<file path="src/rtl/seq_result_collector.sv">
// Result collector behind the 0-6-4-2 sequence detector: captures {detect, sum} on each
// done rising edge into a small FIFO, drains it via valid/ready, and keeps status counters.
module seq_result_collector #(
  parameter int         DEPTH   = 4,
  parameter int         CNT_W   = 8,
  parameter logic [3:0] EXP_SUM = 4'd12
) (
  input  logic                     clk,
  input  logic                     rst,
  input  logic                     clear,
  input  logic                     done_i,
  input  logic [3:0]               sum_i,
  input  logic [1:0]               detect_i,
  output logic                     out_valid,
  input  logic                     out_ready,
  output logic [5:0]               out_data,
  output logic                     empty,
  output logic                     full,
  output logic [$clog2(DEPTH):0]   level,
  output logic [CNT_W-1:0]         match_cnt,
  output logic                     overflow,
  output logic                     sum_err
);

  localparam int AW = $clog2(DEPTH);
  localparam int PW = AW + 1;
  localparam logic [PW-1:0]    PTR_ONE = {{AW{1'b0}}, 1'b1};
  localparam logic [CNT_W-1:0] CNT_ONE = {{(CNT_W-1){1'b0}}, 1'b1};
  localparam logic [CNT_W-1:0] CNT_MAX = {CNT_W{1'b1}};

  logic [PW-1:0]    rd_ptr_r;
  logic [PW-1:0]    wr_ptr_r;
  logic [5:0]       mem_r [DEPTH];
  logic             done_q_r;
  logic [CNT_W-1:0] match_cnt_r;
  logic             overflow_r;
  logic             sum_err_r;

  logic             empty_s;
  logic             full_s;
  logic             cap_s;
  logic             pop_s;
  logic             push_s;
  logic             drop_s;
  logic             match_s;
  logic             bad_sum_s;

  // Wrap-bit pointers: equal means empty, differing only in the wrap bit means full.
  assign empty_s   = (rd_ptr_r == wr_ptr_r);
  assign full_s    = (rd_ptr_r[AW] != wr_ptr_r[AW]) &&
                     (rd_ptr_r[AW-1:0] == wr_ptr_r[AW-1:0]);
  assign cap_s     = done_i & ~done_q_r;
  assign pop_s     = ~empty_s & out_ready;
  assign push_s    = cap_s & (~full_s | pop_s);
  assign drop_s    = cap_s & full_s & ~pop_s;
  assign match_s   = cap_s & (detect_i == 2'd1);
  assign bad_sum_s = cap_s & (sum_i != EXP_SUM);

  // Every output is a decode of registered state only.
  assign out_valid = ~empty_s;
  assign empty     = empty_s;
  assign full      = full_s;
  assign level     = wr_ptr_r - rd_ptr_r;
  assign out_data  = mem_r[rd_ptr_r[AW-1:0]];
  assign match_cnt = match_cnt_r;
  assign overflow  = overflow_r;
  assign sum_err   = sum_err_r;

  // FIFO pointers and edge-detect register.
  always_ff @(posedge clk or posedge rst) begin
    if (rst) begin
      rd_ptr_r <= {PW{1'b0}};
      wr_ptr_r <= {PW{1'b0}};
      done_q_r <= 1'b0;
    end else if (clear) begin
      rd_ptr_r <= {PW{1'b0}};
      wr_ptr_r <= {PW{1'b0}};
      done_q_r <= 1'b0;
    end else begin
      done_q_r <= done_i;
      if (pop_s) begin
        rd_ptr_r <= rd_ptr_r + PTR_ONE;
      end
      if (push_s) begin
        wr_ptr_r <= wr_ptr_r + PTR_ONE;
      end
    end
  end

  // Entry storage; cleared so an idle head reads as zero after reset or clear.
  always_ff @(posedge clk or posedge rst) begin
    if (rst) begin
      for (int i = 0; i < DEPTH; i++) begin
        mem_r[i] <= 6'd0;
      end
    end else if (clear) begin
      for (int i = 0; i < DEPTH; i++) begin
        mem_r[i] <= 6'd0;
      end
    end else if (push_s) begin
      mem_r[wr_ptr_r[AW-1:0]] <= {detect_i, sum_i};
    end
  end

  // Status: saturating match count and sticky flags, which also see dropped captures.
  always_ff @(posedge clk or posedge rst) begin
    if (rst) begin
      match_cnt_r <= {CNT_W{1'b0}};
      overflow_r  <= 1'b0;
      sum_err_r   <= 1'b0;
    end else if (clear) begin
      match_cnt_r <= {CNT_W{1'b0}};
      overflow_r  <= 1'b0;
      sum_err_r   <= 1'b0;
    end else begin
      if (match_s && (match_cnt_r != CNT_MAX)) begin
        match_cnt_r <= match_cnt_r + CNT_ONE;
      end
      if (drop_s) begin
        overflow_r <= 1'b1;
      end
      if (bad_sum_s) begin
        sum_err_r <= 1'b1;
      end
    end
  end

endmodule

</file>
<file path="config.mk">
export PLATFORM = sky130hd
export DESIGN_NAME = seq_result_collector
export DESIGN_NICKNAME = d
export VERILOG_FILES = /design/src/rtl/seq_result_collector.sv
export SDC_FILE = /design/constraint.sdc
export NUM_CORES = 1
export LEC_CHECK = 0
export BUFFER_PORTS_ARGS = -buffer_cell sky130_fd_sc_hd__buf_4
export CAP_MARGIN = 10
export CORE_MARGIN = 2
export CORE_UTILIZATION = 56
export CTS_CLUSTER_SIZE = 28
export DETAILED_ROUTE_END_ITERATION = 16
export GPL_TIMING_DRIVEN = 0
export PLACE_DENSITY = 0.79
export RECOVER_POWER = 100
export SLEW_MARGIN = 20
export SYNTH_ARGS = -nofsm -noshare
export SYNTH_HDL_FRONTEND = slang
export SYNTH_SLANG_ARGS = --single-unit
</file>
<file path="constraint.sdc">
create_clock -name clk -period 3 [get_ports clk]
set_input_delay 0.6 -clock clk [delete_from_list [all_inputs] [get_ports clk]]
set_output_delay 0.6 -clock clk [all_outputs]
set_load 0.05 [all_outputs]
</file>
==> impl_metrics.csv, run 1 <==
group,metric,value,unit
routing,drt_wl_total,4450,um
worst_setup_path,crit_fanout,7,
sta,tns,0,ns
die,rows,22,
clocking,post_cts_buffers,0,
die,die-area,4380,um2
yosys,synth_top_area_share,47.4,%
routing,drtIter0Drc,112,
clocking,clk_pin_slew_worst_paths,0.07,ns
placed_design,gp_congestion,0.780,
clocking,clock_sinks,41,
yosys,synthTopCellsByArea,"dfrtp_1 47%, mux2i_1 12%, nor2_1 7.1%, mux4_2 6.2%, o311ai_4 4.9%",
yosys,ys_seq_area_share,47.4,%
sta,maxSlewHeadroom,-9.31,%
pwr,pwr-share-clk,25.9,%
placed_design,dp_hpwl,3270,um
status,violations,"max-capacitance violations, max-slew violations",
worst_setup_path,cp_cell_sequence,"clkbuf_1 > mux4_2 > clkbuf_2",
finish,stdcell_area,2420,um2
die,die_h,66.2,um
worst_setup_path,cp_top_family,"buffers and inverters",
placed_design,port_buffers,31,
yosys,yosys_warnings,0,
finish,final_nets,242,
global_route,grt_usage,23.4,%
pwr,power.share.combinational,29.2,%
finish,drive_above_1_share,14.8,%
sta,finalClockSkew,0.00391,ns
pwr,intPower,0.839,mW
clocking,root_buffer,"clkbuf_8",
placed_design,place_inst,263,
placed_design,place_area,2480,um2
clocking,htree_levels,2,
sta,fmax,375,MHz
routing,drc_errors,0,
yosys,synth_cell_type_count,29,
yosys,synth_flop_cell,"dfrtp_1",
flow_run,drv_cap,1,
yosys,synth_area_per_cell,11.8,um2
worst_setup_path,critPathMaxStageDelay,0.60,ns
global_route,grt_pass1_wl,7600,um
global_route,grt_max_degree,33,
clocking,cts_tree,"done",
status,status,"finished with violations",
yosys,synthArstFlopShare,100,%
sta,rsz0062_at_grt,"false",
pwr,vdd_ir_drop_max,0.379,mV
finish,diodes,0,
routing,via_count,1518,
worst_setup_path,criticalPathCategory,"reg -> out",
sta,final_hold_viol_count,0,
worst_setup_path,path_buf_inv,2,
clocking,clk_latency,0.29,ns
global_route,grt_pass1_vias,1587,
pwr,swShare,36.1,%
sta,tightestPinTransition,1.64,ns
hold_path,hold_class,"in -> async",
yosys,syn_inst,183,
die,start_util,58.7,%
die,io_pins,33,
worst_setup_path,cp-end-kind,"output pin",
worst_setup_path,cp_slowest_cell,"mux4_2",
pwr,cellPowerDensity,542,nW/um2
global_route,grt_overflow,0,
routing,wire_per_inst,16.4,um
yosys,yosysTopAreaCell,"dfrtp_1",
yosys,synth-seq-cells,41,
yosys,syn-num-nets,203,
clocking,numCtsBuffers,5,
routing,ant_nets,0,
clocking,holdBufCountCts,0,
sta,setup_violations,0,
global_route,antenna_found_initial,0,
worst_setup_path,crit_required,2.40,ns
pwr,p_sw,0.474,mW
routing,vias_per_cell,5.60,
routing,drtPass1Iterations,4,
sta,timing.final.crit_period,2.66,ns
finish,syn2layout_area_growth,12.0,%
pwr,p_leak,1.26,nW
yosys,synth_common_cells,"41 x dfrtp_1, 41 x nor2_1, 27 x mux2i_1",
worst_setup_path,worstSetupStartpointType,"register",
yosys,netlist_area,2160,um2
clocking,cts_resized,0,
clocking,clockBufferDepth,2,
die,core_area,3690,um2
sta,fin_crit_sh,88.8,%
yosys,synth_edf_count,0,
sta,report.final.slew_viol_count,33,
die,dieWidth,66.2,um
finish,finalNonFillerCells,271,
worst_setup_path,worstPathArrival,2.06,ns
pwr,pwr-share-seq,44.9,%
cells by family (layout without fill, tap and decap cells):
group | Yosys count | after routing | synth area share (%)
compound gates | 15 | 15 | 8.38
xor+xnor | 13 | 13 | 5.61
fa+ha+maj | 9 | 9 | 5.55
buf+inv | 15 | 55 | 2.60
flops | 41 | 41 | 47.4
mux | 33 | 33 | 18.7
simple gates | 57 | 57 | 11.7
layout make-up:
type	count	area, um2
Buffer	8	31.3
Clock buffer	8	80.1
Fill cell	314	1260
Inverter	7	26.3
Multi-Input combinational cell	127	1040
Sequential cell	41	1030
Tap cell	48	60.1
Timing Repair Buffer	32	158
metal layers:
layer	part of all wire, %	global-route usage (%)
met1	42	30.2
met2	52	39.5
met3	5.3	5.45
met4	0.74	6.89
met5	0	0
path summary, 6_finish.rpt:
kind                                     end  cells after the start  slack [ns]   startpoint
worst max-delay path             out_data[5]                      3        0.34  rd_ptr_r[0]
worst min-delay path            match_cnt[3]                      2        0.28          rst
worst max register to register      mem_r[2]                      7        0.39  rd_ptr_r[1]
worst min register to register      overflow                      2        0.52     overflow
max in group asynchronous          mem_r[14]                      3        0.87          rst
min in group clk                    done_q_r                      2        0.49        clear
worst register-to-register path: stages (launching register included):
cell and delay (ns):
dfrtp_1 0.42, clkbuf_2 0.29, inv_1 0.08, ha_1 0.30, nand2_1 0.21, o311ai_2 0.83, mux2i_1 0.28, nor2_1 0.06
metrics by stage:
step	utilization (%)	total power, mW	setup WS (ns)	hold WS (ns)
3_5_place_dp	67.2	1.04	0.336	0.509
6_report	65.7	1.31	0.336	0.280
3_3_place_gp	66.6	1.02	0.415	0.484
2_1_floorplan	-	0.913	0.348	0.484
5_1_grt	65.7	1.37	0.164	0.298
4_1_cts	69.3	1.37	0.0813	0.227
cells in the final DEF, fill, tap and decap left out, drive strengths merged, types with 2 or more instances in the layout:
cell    netlist  final
mux4          6      6
o21ai         2      2
ha            8      8
xor2          9      9
o311ai        4      4
nand3         3      3
mux2i        27     27
xnor2         4      4
nor2b         2      2
dfrtp        41     41
nor3          2      2
inv           7      7
clkbuf        8     41
nand2         2      2
nand4         2      2
o211ai        3      3
nor2         41     41
a21oi         2      2
buf           0      7
flip-flops by register name, summed over array words and instances (netlist names):
register	flops
mem_r	24
match_cnt	8
rd_ptr_r	3
wr_ptr_r	3
done_q_r	1
overflow	1
sum_err	1
power by group through the flow:
stage                     clock network (mW)  registers (mW)  logic, mW
after floorplan                            0           0.601      0.312
after global placement                     0           0.597      0.419
after detailed placement                   0           0.599      0.436
after CTS                              0.348           0.589      0.437
after global routing                   0.372           0.591      0.411
final                                  0.340           0.589      0.384
Power figures use the tool's default switching activity.
==> run 2: changes to the inputs <==
==> constraint.sdc (replaced) <==
create_clock -name clk -period 3 [get_ports clk]
set_input_delay 0.3 -clock clk [delete_from_list [all_inputs] [get_ports clk]]
set_output_delay 0.3 -clock clk [all_outputs]
set_load 0.05 [all_outputs]
==> run 2 against run 1 <==
Net effect:
- the flow still finishes with violations (max-capacitance violations, max-slew violations)
- register-to-register slack lost 0.08 ns
- final cell count up 0.37%
- clock power hardly changed
- sequential power about the same
- die area unchanged
- critical path type is now reg -> reg
- fmax down 0.80%
- utilization grew 1.1 points
- largest cell class unchanged
- non-clock buffer count up 1
==> impl_metrics.csv, run 2 (synthesis gave the netlist of run 1 again) <==
group,metric,value,unit
routing,via_count,1524,
clocking,clock_sinks,41,
die,core_area,3690,um2
routing,drc_errors,0,
sta,rsz0062_at_grt,"false",
die,rows,22,
sta,fin_crit_sh,89.5,%
routing,wire_per_inst,16.4,um
global_route,grt_usage,23.4,%
sta,tightestPinTransition,1.63,ns
clocking,cts_tree,"done",
routing,ant_nets,0,
die,die-area,4380,um2
worst_setup_path,crit_required,3.16,ns
sta,timing.final.crit_period,2.69,ns
status,status,"finished with violations",
clocking,holdBufCountCts,1,
finish,final_cell_mix,"41 x nor2_1, 41 x dfrtp_1, 31 x clkbuf_1",
status,violations,"max-capacitance violations, max-slew violations",
pwr,pwr-share-clk,25.6,%
worst_setup_path,worstPathArrival,2.84,ns
die,io_pins,33,
hold_path,hold_class,"in -> reg",
clocking,clk_latency,0.29,ns
sta,final_hold_viol_count,0,
placed_design,dp_hpwl,3270,um
clocking,root_buffer,"clkbuf_8",
global_route,grt_pass1_wl,7580,um
placed_design,port_buffers,31,
worst_setup_path,criticalPathCategory,"reg -> reg",
die,die_h,66.2,um
clocking,post_cts_buffers,0,
clocking,cts_resized,0,
worst_setup_path,cp-end-kind,"register",
placed_design,gp_congestion,0.780,
sta,tns,0,ns
clocking,htree_levels,2,
pwr,power.share.combinational,30.2,%
global_route,grt_pass1_vias,1584,
sta,fmax,372,MHz
global_route,antenna_found_initial,0,
pwr,vdd_ir_drop_max,0.378,mV
clocking,clk_pin_slew_worst_paths,0.07,ns
sta,maxSlewHeadroom,-8.54,%
finish,largest_reg_flops,24,
worst_setup_path,crit_fanout,9,
pwr,cellPowerDensity,541,nW/um2
clocking,numCtsBuffers,5,
global_route,grt_overflow,0,
finish,final_nets,243,
sta,setup_violations,0,
finish,syn2layout_area_growth,13.9,%
clocking,clockBufferDepth,2,
routing,drtIter0Drc,97,
flow_run,drv_cap,1,
finish,drive_above_1_share,12.9,%
worst_setup_path,worstSetupStartpointType,"register",
routing,drtPass1Iterations,4,
pwr,pwr-share-seq,44.2,%
sta,report.final.slew_viol_count,33,
pwr,swShare,36.4,%
routing,drt_wl_total,4460,um
pwr,p_sw,0.486,mW
die,dieWidth,66.2,um
sta,finalClockSkew,0.00371,ns
finish,largest_register,"mem_r",
pwr,p_leak,1.25,nW
pwr,intPower,0.847,mW
die,start_util,58.7,%
pwr,power.total,1.33,mW
finish,diodes,0,
routing,vias_per_cell,5.60,
global_route,grt_max_degree,33,
[run 2: metal layers]
layer,up-vias,share of wire (%),GRT usage (%)
li1,711,-,-
met1,770,42,30.2
met2,39,52,39.4
met3,4,5.4,5.45
met4,0,0.74,6.89
met5,-,0,0
[run 2: power by group through the flow]
stage	combinational, mW	sequential (mW)	clock (mW)
3_3_place_gp	0.419	0.597	0
5_1_grt	0.432	0.591	0.372
2_1_floorplan	0.312	0.601	0
4_1_cts	0.438	0.589	0.348
6_report	0.403	0.589	0.341
3_5_place_dp	0.436	0.599	0
[run 2: path summary, 6_finish.rpt]
path	to	depth (start not counted)	from	slack, ns
max in group asynchronous	mem_r[14]	4	rst	0.63
setup reg to reg	mem_r[12]	7	rd_ptr_r[1]	0.31
hold / removal	done_q_r	2	clear	0.19
setup / recovery	mem_r[12]	7	rd_ptr_r[1]	0.31
hold reg to reg	sum_err	2	sum_err	0.52
min in group asynchronous	match_cnt[3]	3	rst	0.54
[run 2: layout make-up]
class                      count  area, um2
inverter                       7       26.3
timing repair buffer          33        168
tap                           48       60.1
sequential                    41       1030
clock buffer                   8       80.1
buffer                         8       30.0
fill                         313       1220
multi-input combinational    127       1070
[run 2: worst max-delay path, stage by stage, from the launching register on]
cell	delay, ns
dfrtp_1	0.42
clkbuf_1	0.47
inv_1	0.10
ha_1	0.31
nand2_1	0.28
o311ai_4	0.62
mux2i_1	0.28
nor2_1	0.06
[run 2: metrics by stage]
stage	area [um2]	util [%]	hold slack [ns]	std cells	setup slack, ns
after floorplan	2160	-	0.366	183	0.648
after global placement	2460	66.6	0.484	262	0.415
after detailed placement	2480	67.2	0.244	263	0.336
after CTS	2570	69.6	0.178	272	0.317
after global routing	2460	66.8	0.178	272	0.110
final	2460	66.8	0.187	272	0.314
